[src/rtl/rv_pipe_pkg.sv]
// Shared helpers for the valid/ready pipeline blocks: pointer width and max.
package rv_pipe_pkg;

  // Pointer width for a ring of n entries; never narrower than one bit.
  function automatic int RV_CLOG2(input int n);
    if (n <= 2) return 1;
    return $clog2(n);
  endfunction

  function automatic int RV_MAX(input int a, input int b);
    return (a > b) ? a : b;
  endfunction

endpackage

[src/rtl/rv_elastic_buffer_if.sv]
// Valid/ready bundle between an upstream producer, the elastic buffer and a downstream consumer.
interface rv_elastic_buffer_if #(
  parameter int DATAW = 8
);
  // Handshake: a beat moves on a rising edge where its valid and ready are both 1.
  // The buffer makes no assumption that valid_in/data_in hold while ready_in=0;
  // it guarantees valid_out/data_out hold while valid_out=1 and ready_out=0.
  logic             valid_in;
  logic [DATAW-1:0] data_in;
  logic             ready_in;
  logic             valid_out;
  logic [DATAW-1:0] data_out;
  logic             ready_out;

  modport slave (
    input  valid_in, data_in, ready_out,
    output ready_in, valid_out, data_out
  );

  modport master (
    output valid_in, data_in, ready_out,
    input  ready_in, valid_out, data_out
  );
endinterface

[src/rtl/rv_fifo_ctrl.sv]
// Occupancy and ring pointers for the multi-entry elastic buffer.
module rv_fifo_ctrl
  import rv_pipe_pkg::*;
#(
  parameter int SIZE = 2,
  localparam int PTRW = RV_CLOG2(SIZE),
  localparam int CNTW = $clog2(SIZE + 1)
) (
  input  logic            clk,
  input  logic            reset,
  input  logic            push,
  input  logic            pop,
  output logic [PTRW-1:0] rd_ptr,
  output logic [PTRW-1:0] wr_ptr,
  output logic            full,
  output logic            empty
);

  logic [CNTW-1:0] count;

  assign full  = (count == CNTW'(SIZE));
  assign empty = (count == '0);

  // Explicit wrap keeps non-power-of-two depths legal.
  always_ff @(posedge clk or negedge reset) begin
    if (!reset) begin
      count  <= '0;
      rd_ptr <= '0;
      wr_ptr <= '0;
    end else begin
      case ({push, pop})
        2'b10:   count <= count + CNTW'(1);
        2'b01:   count <= count - CNTW'(1);
        default: count <= count;
      endcase
      if (push) wr_ptr <= (wr_ptr == PTRW'(SIZE - 1)) ? '0 : wr_ptr + PTRW'(1);
      if (pop)  rd_ptr <= (rd_ptr == PTRW'(SIZE - 1)) ? '0 : rd_ptr + PTRW'(1);
    end
  end

endmodule

[src/rtl/rv_elastic_buffer.sv]
// Valid/ready elastic stage: SIZE=1 is a pass-through-ready register, SIZE>=2 a registered-ready ring.
module rv_elastic_buffer
  import rv_pipe_pkg::*;
#(
  parameter int DATAW = 8,
  parameter int SIZE  = 2
) (
  input logic                clk,
  input logic                reset,
  rv_elastic_buffer_if.slave bus
);

  localparam int DEPTH = RV_MAX(SIZE, 1);
  localparam int PTRW  = RV_CLOG2(DEPTH);

  generate
    if (SIZE == 1) begin : g_single
      logic             valid_q;
      logic [DATAW-1:0] data_q;
      logic             ready;
      logic             push;

      // The one combinational ready path: a pop frees the register this same cycle.
      assign ready = ~valid_q | bus.ready_out;
      assign push  = bus.valid_in & ready;

      always_ff @(posedge clk or negedge reset) begin
        if (!reset)             valid_q <= 1'b0;
        else if (push)          valid_q <= 1'b1;
        else if (bus.ready_out) valid_q <= 1'b0;
      end

      always_ff @(posedge clk) begin
        if (push) data_q <= bus.data_in;
      end

      assign bus.ready_in  = ready;
      assign bus.valid_out = valid_q;
      assign bus.data_out  = data_q;
    end else begin : g_ring
      logic [DATAW-1:0] mem [DEPTH];
      logic [PTRW-1:0]  rd_ptr;
      logic [PTRW-1:0]  wr_ptr;
      logic             full;
      logic             empty;
      logic             push;
      logic             pop;

      // Full blocks a push even when a pop frees a slot in the same cycle.
      assign push = bus.valid_in & ~full;
      assign pop  = ~empty & bus.ready_out;

      rv_fifo_ctrl #(.SIZE(SIZE)) u_ctrl (
        .clk    (clk),
        .reset  (reset),
        .push   (push),
        .pop    (pop),
        .rd_ptr (rd_ptr),
        .wr_ptr (wr_ptr),
        .full   (full),
        .empty  (empty)
      );

      always_ff @(posedge clk) begin
        if (push) mem[wr_ptr] <= bus.data_in;
      end

      assign bus.ready_in  = ~full;
      assign bus.valid_out = ~empty;
      assign bus.data_out  = mem[rd_ptr];
    end
  endgenerate

endmodule

[src/flat_wrapper.sv]
// flat-port wrapper written by rule: the top's interface ports become plain ports
module rv_elastic_buffer_flat import rv_pipe_pkg::*;
#(
  parameter int DATAW = 8,
  parameter int SIZE  = 2
)
  (clk, reset, bus_valid_in, bus_data_in, bus_ready_out, bus_ready_in, bus_valid_out, bus_data_out);
  rv_elastic_buffer_if #(.DATAW(DATAW)) bus_i ();
  input logic clk;
  input logic reset;
  input wire logic [$bits(bus_i.valid_in)-1:0] bus_valid_in;
  input wire logic [$bits(bus_i.data_in)-1:0] bus_data_in;
  input wire logic [$bits(bus_i.ready_out)-1:0] bus_ready_out;
  output wire logic [$bits(bus_i.ready_in)-1:0] bus_ready_in;
  output wire logic [$bits(bus_i.valid_out)-1:0] bus_valid_out;
  output wire logic [$bits(bus_i.data_out)-1:0] bus_data_out;
  assign bus_i.valid_in = bus_valid_in;
  assign bus_i.data_in = bus_data_in;
  assign bus_i.ready_out = bus_ready_out;
  assign bus_ready_in = bus_i.ready_in;
  assign bus_valid_out = bus_i.valid_out;
  assign bus_data_out = bus_i.data_out;
  rv_elastic_buffer #(.DATAW(DATAW), .SIZE(SIZE)) u_core (.clk(clk), .reset(reset), .bus(bus_i));
endmodule
[config.mk]
export PLATFORM = sky130hd
export DESIGN_NAME = rv_elastic_buffer_flat
export DESIGN_NICKNAME = d
export VERILOG_FILES = /design/src/rtl/rv_pipe_pkg.sv /design/src/rtl/rv_elastic_buffer_if.sv /design/src/rtl/rv_fifo_ctrl.sv /design/src/rtl/rv_elastic_buffer.sv /design/src/flat_wrapper.sv
export SDC_FILE = /design/constraint.sdc
export NUM_CORES = 1
export LEC_CHECK = 0
export ABC_AREA = 1
export ABC_CLOCK_PERIOD_IN_PS = 1700
export BUFFER_PORTS_ARGS = -buffer_cell sky130_fd_sc_hd__buf_2
export CORE_ASPECT_RATIO = 1.25
export CORE_MARGIN = 5
export CORE_UTILIZATION = 40
export DETAILED_ROUTE_END_ITERATION = 12
export SKIP_LAST_GASP = 1
export SYNTH_ARGS = -nofsm -noshare
export SYNTH_HDL_FRONTEND = slang
export SYNTH_SLANG_ARGS = --single-unit
[constraint.sdc]
create_clock -name clk -period 1.7 [get_ports clk]
set_input_delay 0.255 -clock clk [delete_from_list [all_inputs] [get_ports clk]]
set_output_delay 0.255 -clock clk [all_outputs]
set_load 0.005 [all_outputs]
==> metrics.txt <==
cell count after synthesis=71; Die Y=just over 60 µm; critical path type=register to primary output; H-tree depth=1; Ys Warns=0; DRT antenna net count=0; Remaining DRCs=0; fraction of layout cells with a size suffix above 1=0.330; Reg2Reg Setup Slack=290 ps; DR WL/cell=around 12 µm; largest net degree at the start of global routing=12; core box area=about 2000 µm²; critical path's slowest cell=dfrtp_2; grt met2 use=0.168; top-area cell type share of the netlist area=0.585; GP Congestion=~0.74; Final Total Pwr=between 1.5 and 2 mW; Cell Area, Placed=between 900 and 1000 µm²; Avg Inst Size Synth=around 12 µm²; final worst path period need=~1400 ps; clk sinks=20; CP Buf/Inv Count=2; GRT Total Usage=0.105; sequential share of the synthesized area=0.707; Finished Layout Cells=around 120; MaxCap Viol Count=0; fmax=between 0.6 and 0.7 GHz; Final Skew=0.954 ps; crit path max fanout=10; first-pass GRT wire length=between 2 and 2.5 mm; CTS tree=done; Nets=between 100 and 150; flops & latches, synth=20; CTS root buffer=clkbuf_4; hold path startpoint=bus_data_in[1]; busiest metal layer after global routing=met2; DRT Pass-1 Iters=3; final critical-path setup slack=between 200 and 300 ps; fin. max-slew vios=0; Mapped Area=slightly above 800 µm²; via count=roughly 540; largest cells by area after synthesis=edfxtp_1, nand2_1, dfrtp_1; Initial Utilization=0.419; finished layout cell area=988 µm²; Worst-Skew Late Latency=290 ps; worst min-delay path endpoint=u_core.g_ring.mem[1][1]; total CTS buffers=3; worst flop-to-flop path startpoint=u_core.g_ring.u_ctrl.count[1]; met1 Track Usage GR=0.138; vias in the first global route=between 500 and 600; Worst-path clk slew=110 ps; area leader, netlist=edfxtp_1; Fin. Hold Viols=0; routed wire length=approximately 1.4 mm; Leak Pwr=around 0.47 nW; Synth cell types=15; initial antenna violation count=0; post-CTS setup buffer count=0; Hold Path Class=input port to register; most used cell, CP=nand2_1; Final period util=0.848; Cell Chain, Critical Path=inv_2 -> nand2_1 -> nand2_1 -> buf_2; maximum vdd drop=814 µV; Worst Tran Pin Value=281 ps; PortBufs=21; Worst EP arrival=between 1000 and 1500 ps; pre-CTS setup slack=about 300 ps; # setup viols final=0; # rows=18; I/O pin total=22; GRT met3 Usage=0.0246; Vias/cell=about 4.6; critical path endpoint category=primary output; drt initial violations=9; critical path startpoint=u_core.g_ring.u_ctrl.rd_ptr; Die Area=3060 µm²; Top delay family on crit path=flip-flops; Die Width=a little over 50 µm; R2R cell count=9; Crit Reg-Reg Endpoint=u_core.g_ring.u_ctrl.count[1]; CP startpoint kind=register; status=complete, no violations; delay of the slowest critical-path stage=around 500 ps; Worst Path Required=around 1400 ps; TNS Setup=0 ps; grt total ovfl=0; # diodes=0; Area Growth Syn to Fin=20.4%; placed instance count=~110; Worst Hold Path Cells=1; RSZ-0062 raised after global routing=false; Max Root-Sink Buffers=2; Pwr Density=1580 nW/µm²; relative slew slack=0.812; syn nets=84; Final HPWL DP=roughly 1 mm; final core utilization=0.504; final hold slack=149 ps
[final cells by class]
type                            instances  area (µm²)
Timing Repair Buffer                   23         123
Clock inverter                          1        3.75
Sequential cell                        20         582
Tap cell                               20        25.0
Clock buffer                            3        22.5
Inverter                                7        26.3
Fill cell                             186         971
Multi-Input combinational cell         43         206
[how the worst max path moves through the flow]
stage | to | cells past startpoint | slack [ps]
floorplan | u_core.g_ring.mem[0][0] | 4 | 390
global placement | u_core.g_ring.u_ctrl.count[1] | 9 | 340
detailed placement | u_core.g_ring.u_ctrl.count[1] | 9 | 300
CTS | bus_data_out[5] | 4 | 110
global route | bus_data_out[3] | 4 | 130
finish | bus_data_out[5] | 4 | 260
[per-layer routing]
layer	up-vias	share of wire
li1	283	-
met1	246	0.45
met2	13	0.48
met3	2	0.063
met4	0	0.013
met5	-	0
[sequential cells by signal, summed over array words and instances, names as in the netlist]
signal,cells
u_core.g_ring.u_ctrl.count,2
u_core.g_ring.u_ctrl.wr_ptr,1
u_core.g_ring.u_ctrl.rd_ptr,1
u_core.g_ring.mem,16
[cells in the mapped netlist (all sizes together)]
library cell and instances:
a21oi 1, edfxtp 16, buf 1, xnor2 1, nand2 34, dfrtp 4
nor2 3, nand4 1, nand3 2, ha 1, inv 7
[repair_timing]
item | in CTS | in global routing
resized for setup | 0 | 1
endpoints found under the setup margin | 0 | 1
hold buffers | 1 | 0
endpoints found under the hold margin | 4 | 0
[placed cells by master (no fill, tap or decap), drive strengths merged]
cell          n
ha            1
xnor2         1
dlygate4sd3   1
clkinv        1
inv           7
clkbuf        3
nor2          3
nand2        34
a21oi         1
dfrtp         4
nand4         1
nand3         2
buf          22
edfxtp       16
[cells by family (layout without fill, tap and decap cells)]
group,count (synthesis),count (layout),share of synthesized area
XOR/XNOR,1,1,0.0107
flip-flops,20,20,0.707
buffers and inverters,8,34,0.0412
AND/OR/NAND/NOR,40,40,0.220
adder cells (fa/ha/maj),1,1,0.0152
AO/OA/AOI/OAI,1,1,0.00609
[where the power goes]
group	total (mW)	switching (mW)	internal, mW
sequential	0.774	0.0909	0.683
combinational	0.568	0.331	0.237
clock	0.219	0.134	0.0852
Note: power is estimated with default switching activity, not from simulation.
